--- src/rtl/gc_sram_ctrl_pkg.sv ---
// ---------------------------------------------------------------------------
// gc_sram_ctrl_pkg
// Shared types and constants for the 1RW SRAM sequencer / arbiter.
//   state_e    : controller state (array initialisation, normal traffic)
//   REQ_READ   : value of reqN_we that requests a read
//   REQ_WRITE  : value of reqN_we that requests a write
//   DEF_ADDR_W : default address width (128 words)
//   DEF_DATA_W : default word width
// ---------------------------------------------------------------------------
package gc_sram_ctrl_pkg;

    localparam int DEF_ADDR_W = 7;
    localparam int DEF_DATA_W = 4;

    localparam logic REQ_READ  = 1'b0;
    localparam logic REQ_WRITE = 1'b1;

    typedef enum logic {
        ST_INIT = 1'b0,
        ST_RUN  = 1'b1
    } state_e;

endpackage

--- src/rtl/gc_rr_arb2.sv ---
// ---------------------------------------------------------------------------
// gc_rr_arb2
// Two-way round-robin arbiter, purely combinational. The pointer register is
// owned by the parent, which loads next_ptr every cycle.
//   eligible [1:0] in  : requester i may be granted this cycle
//   rr_ptr         in  : preferred requester when both are eligible
//   grant    [1:0] out : one-hot grant (all zero when nobody is eligible)
//   next_ptr       out : pointer value for the next cycle
// ---------------------------------------------------------------------------
module gc_rr_arb2 (
    input  logic [1:0] eligible,
    input  logic       rr_ptr,
    output logic [1:0] grant,
    output logic       next_ptr
);

    // Grant selection; after a grant to i the pointer moves to the other side.
    always_comb begin
        grant    = 2'b00;
        next_ptr = rr_ptr;
        case (eligible)
            2'b01: begin
                grant    = 2'b01;
                next_ptr = 1'b1;
            end
            2'b10: begin
                grant    = 2'b10;
                next_ptr = 1'b0;
            end
            2'b11: begin
                if (rr_ptr == 1'b0) begin
                    grant    = 2'b01;
                    next_ptr = 1'b1;
                end else begin
                    grant    = 2'b10;
                    next_ptr = 1'b0;
                end
            end
            default: begin
                grant    = 2'b00;
                next_ptr = rr_ptr;
            end
        endcase
    end

endmodule

--- src/rtl/gc_sram1rw_arbiter.sv ---
// ---------------------------------------------------------------------------
// gc_sram1rw_arbiter
// Shares one single-port 1RW SRAM macro between two valid/ready requesters and
// returns read data on one shared response channel. After reset the array is
// optionally filled with INIT_VALUE before any request is accepted.
//   clock, reset               : block clock, synchronous active-high reset
//   reqN_valid/we/addr/wdata   : request channel N (we=1 write, we=0 read)
//   reqN_ready                 : request N granted this cycle
//   rsp_valid/ready/id/data    : read response (data passes straight from sram_o)
//   init_done                  : array initialised, traffic allowed
//   sram_csb/web/oeb/a/i       : macro controls (active-low) and address/data
//   sram_o                     : macro read data register
// ---------------------------------------------------------------------------
module gc_sram1rw_arbiter
    import gc_sram_ctrl_pkg::*;
#(
    parameter int                 ADDR_W     = DEF_ADDR_W,
    parameter int                 DATA_W     = DEF_DATA_W,
    parameter bit                 INIT_EN    = 1'b1,
    parameter logic [DATA_W-1:0]  INIT_VALUE = '0
) (
    input  logic              clock,
    input  logic              reset,
    input  logic              req0_valid,
    output logic              req0_ready,
    input  logic              req0_we,
    input  logic [ADDR_W-1:0] req0_addr,
    input  logic [DATA_W-1:0] req0_wdata,
    input  logic              req1_valid,
    output logic              req1_ready,
    input  logic              req1_we,
    input  logic [ADDR_W-1:0] req1_addr,
    input  logic [DATA_W-1:0] req1_wdata,
    output logic              rsp_valid,
    input  logic              rsp_ready,
    output logic              rsp_id,
    output logic [DATA_W-1:0] rsp_data,
    output logic              init_done,
    output logic              sram_csb,
    output logic              sram_web,
    output logic              sram_oeb,
    output logic [ADDR_W-1:0] sram_a,
    output logic [DATA_W-1:0] sram_i,
    input  logic [DATA_W-1:0] sram_o
);

    localparam logic [ADDR_W-1:0] LAST_ADDR = {ADDR_W{1'b1}};
    localparam logic [ADDR_W-1:0] ONE_ADDR  = {{(ADDR_W-1){1'b0}}, 1'b1};

    state_e            r_state;
    logic [ADDR_W-1:0] r_init_cnt;
    logic              r_init_done;
    logic              r_rsp_valid;
    logic              r_rsp_id;
    logic              r_rr_ptr;

    logic              w_run;
    logic              w_rsp_block;
    logic [1:0]        w_eligible;
    logic [1:0]        w_grant;
    logic              w_next_ptr;
    logic              w_any_gnt;
    logic              w_gnt_we;
    logic [ADDR_W-1:0] w_gnt_addr;
    logic [DATA_W-1:0] w_gnt_wdata;
    logic              w_rd_gnt;

    // Traffic is only granted in RUN and never in a reset cycle.
    assign w_run       = (r_state == ST_RUN) & ~reset;
    // A held response freezes the macro output register, so only reads stall.
    assign w_rsp_block = r_rsp_valid & ~rsp_ready;
    assign w_eligible[0] = w_run & req0_valid & ((req0_we == REQ_WRITE) | ~w_rsp_block);
    assign w_eligible[1] = w_run & req1_valid & ((req1_we == REQ_WRITE) | ~w_rsp_block);

    gc_rr_arb2 u_arb (
        .eligible (w_eligible),
        .rr_ptr   (r_rr_ptr),
        .grant    (w_grant),
        .next_ptr (w_next_ptr)
    );

    assign w_any_gnt   = |w_grant;
    assign w_gnt_we    = w_grant[1] ? req1_we    : req0_we;
    assign w_gnt_addr  = w_grant[1] ? req1_addr  : req0_addr;
    assign w_gnt_wdata = w_grant[1] ? req1_wdata : req0_wdata;
    assign w_rd_gnt    = w_any_gnt & (w_gnt_we == REQ_READ);

    assign req0_ready = w_grant[0];
    assign req1_ready = w_grant[1];
    assign rsp_valid  = r_rsp_valid;
    assign rsp_id     = r_rsp_id;
    assign rsp_data   = sram_o;
    assign init_done  = r_init_done;
    assign sram_oeb   = ~r_rsp_valid;

    // Macro drive: init writes, a granted access, or idle (deselected).
    always_comb begin
        sram_csb = 1'b1;
        sram_web = 1'b1;
        sram_a   = '0;
        sram_i   = '0;
        if (reset) begin
            sram_csb = 1'b1;
            sram_web = 1'b1;
        end else if (r_state == ST_INIT) begin
            sram_csb = 1'b0;
            sram_web = 1'b0;
            sram_a   = r_init_cnt;
            sram_i   = INIT_VALUE;
        end else if (w_any_gnt) begin
            sram_csb = 1'b0;
            sram_web = ~w_gnt_we;
            sram_a   = w_gnt_addr;
            sram_i   = w_gnt_wdata;
        end else begin
            sram_csb = 1'b1;
            sram_web = 1'b1;
        end
    end

    // Controller state, init counter, round-robin pointer and response state.
    always_ff @(posedge clock) begin
        if (reset) begin
            r_state     <= INIT_EN ? ST_INIT : ST_RUN;
            r_init_cnt  <= '0;
            r_init_done <= ~INIT_EN;
            r_rsp_valid <= 1'b0;
            r_rsp_id    <= 1'b0;
            r_rr_ptr    <= 1'b0;
        end else begin
            case (r_state)
                ST_INIT: begin
                    // The last write issues this cycle; the counter stops here.
                    if (r_init_cnt == LAST_ADDR) begin
                        r_state     <= ST_RUN;
                        r_init_done <= 1'b1;
                    end else begin
                        r_init_cnt <= r_init_cnt + ONE_ADDR;
                    end
                end
                ST_RUN: begin
                    r_rr_ptr <= w_next_ptr;
                    // A new read wins over the clear of a completing response.
                    if (w_rd_gnt) begin
                        r_rsp_valid <= 1'b1;
                        r_rsp_id    <= w_grant[1];
                    end else if (rsp_ready) begin
                        r_rsp_valid <= 1'b0;
                    end else begin
                        r_rsp_valid <= r_rsp_valid;
                    end
                end
                default: begin
                    r_state     <= ST_INIT;
                    r_init_cnt  <= '0;
                    r_init_done <= 1'b0;
                    r_rsp_valid <= 1'b0;
                end
            endcase
        end
    end

endmodule

--- config.mk ---
export PLATFORM = sky130hd
export DESIGN_NAME = gc_sram1rw_arbiter
export DESIGN_NICKNAME = d
export VERILOG_FILES = /design/src/rtl/gc_sram_ctrl_pkg.sv /design/src/rtl/gc_rr_arb2.sv /design/src/rtl/gc_sram1rw_arbiter.sv
export SDC_FILE = /design/constraint.sdc
export NUM_CORES = 1
export LEC_CHECK = 0
export CORE_MARGIN = 4
export CORE_UTILIZATION = 54
export CTS_CLUSTER_SIZE = 12
export DETAILED_ROUTE_END_ITERATION = 16
export DONT_BUFFER_PORTS = 1
export PLACE_DENSITY = 0.73
export SLEW_MARGIN = 20
export SYNTH_ARGS = -nofsm -noshare
export SYNTH_HDL_FRONTEND = slang
export SYNTH_HIERARCHICAL = 1
export SYNTH_SLANG_ARGS = --single-unit
--- constraint.sdc ---
create_clock -name clock -period 3.7 [get_ports clock]
set_clock_uncertainty 0.1 [all_clocks]
set_input_delay 1.11 -clock clock [delete_from_list [all_inputs] [get_ports clock]]
set_output_delay 1.11 -clock clock [all_outputs]
set_load 0.01 [all_outputs]
==> flow_metrics.tcl <==
set metrics [dict create \
    final.fill_count 129 \
    period_minus_slack_ps 3607 \
    placement.io_buffers 0 \
    detail-route-antenna-nets 0 \
    netlist.area_leader.share 0.2771 \
    longest_individual_stage_delay_on_the_worst_path_ps 200 \
    timing_hold_violations_final 0 \
    critical_path_buf_inv_count 1 \
    die_area_um2 2311 \
    synth_top_family_by_area "simple AND/OR/NAND/NOR gates" \
    syn_nets 141 \
    timing.fmax_mhz 277.3 \
    die_width_um 48.07 \
    timing.critical_path.fanout_max 18 \
    xor_xnor_share_of_the_synthesized_area 0 \
    vias 788 \
    grt_util_all_layers 0.1997 \
    result_of_the_run "finished, final reports clean" \
    synthesis.instances 107 \
    worst_slew_margin_rel 0.7580 \
    timing.setup.critical_path_class "input pin to primary output" \
    critPathLaunchType "input pin" \
    synth_top_cells_by_area "dfxtp_1, mux2i_1, nor2_1" \
    yosys.cell_types.count 32 \
    post_cts_setup_repair_bufs 0 \
    power.static_leakage_nw 0.3645 \
    grt_pass1_wl_um 3346 \
    grt_max_degree 19 \
    netlist_area_um2 867.1 \
    clock_sinks 12 \
    antenna_cells 0 \
    tightestPinTransition_ps 362.6 \
    pwr-share-clk 0.329 \
    detail_route.wl_per_cell_um 16.72 \
    setup_repair_after_global_routing_missed_its_margin "no" \
    layout.cells.most_common "nor2_1" \
    global_route_congestion_overflow_total 0 \
    cts.root.buffer_cell "clkbuf_4" \
    cp_cell_sequence "nor2b_4 -> o211a_1 -> nand2b_1 -> and2_4 -> buf_4 -> nor2b_2 -> o21ai_0 -> nand2b_1" \
    cts_resized 0 \
    clock_insertion_delay_worst_skew_ps 270 \
    synth_compound_gate_area_share 0.2352 \
    ir_worst_vdd_uv 204.0 \
    post_synth_and_or_nand_nor_area_fraction 0.2424 \
    core_region_area_um2 1506 \
    timing_max_transition_violations_final 0 \
    layout_common_cells "nor2_1, dfxtp_1, mux2i_1, nand2_1, buf_4" \
    ys.warnings.count 6 \
    final_layout_size_suffix_gt1_frac 0.2661 \
    multi_input_comb_area_um2 628.1 \
    tritoncts.num_buffers 3 \
    pwr-share-seq 0.587 \
    antenna_found_initial 0 \
    ff_latch_area_um2 240.2 \
    critical_path.endpoint_type "primary output" \
    timing.critical_path.mode_cell "nand2b_1" \
    syn-mean-instance-area_um2 8.104 \
    pre_cts_slack_ps 65.23 \
    timing.final.crit_share 0.9748 \
    max_cap_viol_count 0 \
    cts_buffer_depth 2 \
    crit_required_ps 2490 \
    placed_cells_incl_taps 122 \
    internal_power_uw 179.6 \
    start_util 0.5756 \
    tritoncts_clock_tree "done" \
    p_sw_frac 0.2201 \
    drc 0 \
    postCtsHoldBufs 0 \
    hp-class "register to register" \
    avgViaCountPerCell 6.304 \
    wp_data_arrival_ps 2400 \
    part_of_the_yosys_area_used_for_sequential_elements 0.2771 \
    holdWs_ps 390.7 \
    synth_top_area_cell "dfxtp_1" \
    power.density_cell_area_nw_per_um2 231.8 \
    cts_htree_levels 1 \
    synthMuxAreaShare 0.1457 \
    areaGrowthSynthToFinish_pct 14.57 \
    power_frac_comb 0.084 \
    switching_power_uw 50.69 \
    crit_family "simple AND/OR/NAND/NOR gates" \
    least_setup_slack_across_all_paths_after_layout_ps 93.34 \
    dieHeight_um 48.07 \
    detailed_place_hpwl_um 1628 \
    routed_wl_um 2090 \
    place.gp.congestion 0.7925 \
    worst_setup_hold_path_clk_slew_ps 60 \
    fin_nets 145 \
    critical-path-slowest-cell "o21ai_0" \
    floorplan.io_pins 56 \
    first_global_vias 757 \
    synth_adder_area_share 0.01443 \
    synth.ff_latch_count 12 \
    post-route-util 0.6595 \
    detailedRoute.firstPassIterationCount 4 \
    std_cell_rows 14 \
    stdcell_count 125 \
    dr_iter_0_viols 18 \
    setup_viol 0 \
    fin_setup_tns_ps 0 \
]
-- state kept, by name, summed over array words and instances, names as in the netlist --
name        cells
init_done       1
r_init_cnt      7
r_rr_ptr        1
r_state         1
rsp_id          1
rsp_valid       1
-- final timing paths --
path	start	to	slack, ps	cells past startpoint
worst max-delay path	reset	sram_web	90	8
worst min-delay path	r_init_cnt[1]	r_init_cnt[1]	390	2
worst max register to register	rsp_valid	rsp_id	1630	9
worst min register to register	r_init_cnt[1]	r_init_cnt[1]	390	2
-- per-layer routing --
| layer | track usage | wire [um] | vias up | part of all wire |
|---|---|---|---|---|
| met5 | 0 | 0 | - | 0 |
| met4 | 0.03763 | 5 | 0 | 0.0024 |
| met3 | 0.06015 | 160 | 2 | 0.077 |
| met2 | 0.3456 | 1045 | 26 | 0.50 |
| met1 | 0.2444 | 879 | 371 | 0.42 |
| li1 | - | - | 389 | - |
-- logic make-up after synthesis --
| family | Yosys count |
|---|---|
| AO/OA/AOI/OAI | 27 |
| adder cells (fa/ha/maj) | 1 |
| buffers and inverters | 14 |
| flip-flops | 12 |
| multiplexers | 12 |
| AND/OR/NAND/NOR | 41 |
-- power groups by stage --
stage | Sequential (mW) | Combinational [mW] | Clock [mW]
CTS | 0.135 | 0.0195 | 0.0797
global route | 0.136 | 0.0221 | 0.0843
floorplan | 0.137 | 0.0234 | 0
detailed placement | 0.138 | 0.0195 | 0
finish | 0.135 | 0.0192 | 0.0758
global placement | 0.138 | 0.0190 | 0
-- layout make-up --
type,instances,area share
repair buffers,9,0.06801
multi-input cells,81,0.6322
well taps,16,0.02015
inverters,4,0.01511
flip-flops and latches,12,0.2418
clock buffers,3,0.02267
-- cells in the mapped netlist --
| cell | count |
|---|---|
| dfxtp_1 | 12 |
| inv_1 | 4 |
| nand2b_1 | 3 |
| and4_4 | 1 |
| nor3b_1 | 1 |
| mux2i_1 | 10 |
| o21ai_1 | 1 |
| a32o_1 | 1 |
| nor4b_2 | 1 |
| and3b_1 | 1 |
| clkbuf_2 | 1 |
| a221oi_1 | 3 |
| a31oi_4 | 1 |
| o31ai_1 | 1 |
| o211a_1 | 2 |
| buf_4 | 4 |
| mux2_4 | 1 |
| o21ai_0 | 7 |
| nor2b_1 | 5 |
| clkbuf_1 | 1 |
| nor2_1 | 15 |
| buf_2 | 4 |
| and2_1 | 1 |
| mux2_2 | 1 |
| a311oi_1 | 3 |
| nor3_1 | 3 |
| nand2_1 | 9 |
| and3_1 | 1 |
| a41oi_1 | 2 |
| ha_1 | 1 |
| a21oi_1 | 4 |
| a21boi_0 | 2 |
-- worst min-delay path: cells and delay by family (launching register included) --
kind / cells / cell delay [ps]
flops: 1 / 330
simple gates: 1 / 60
mux: 1 / 50
-- per-stage QoR --
step	power, mW	instance area (um2)
2_1_floorplan	0.1606	932.1
3_3_place_gp	0.1571	958.4
3_5_place_dp	0.1578	958.4
4_1_cts	0.2345	980.9
5_1_grt	0.2424	993.5
6_report	0.2303	993.5
Power figures use the tool's default switching activity.
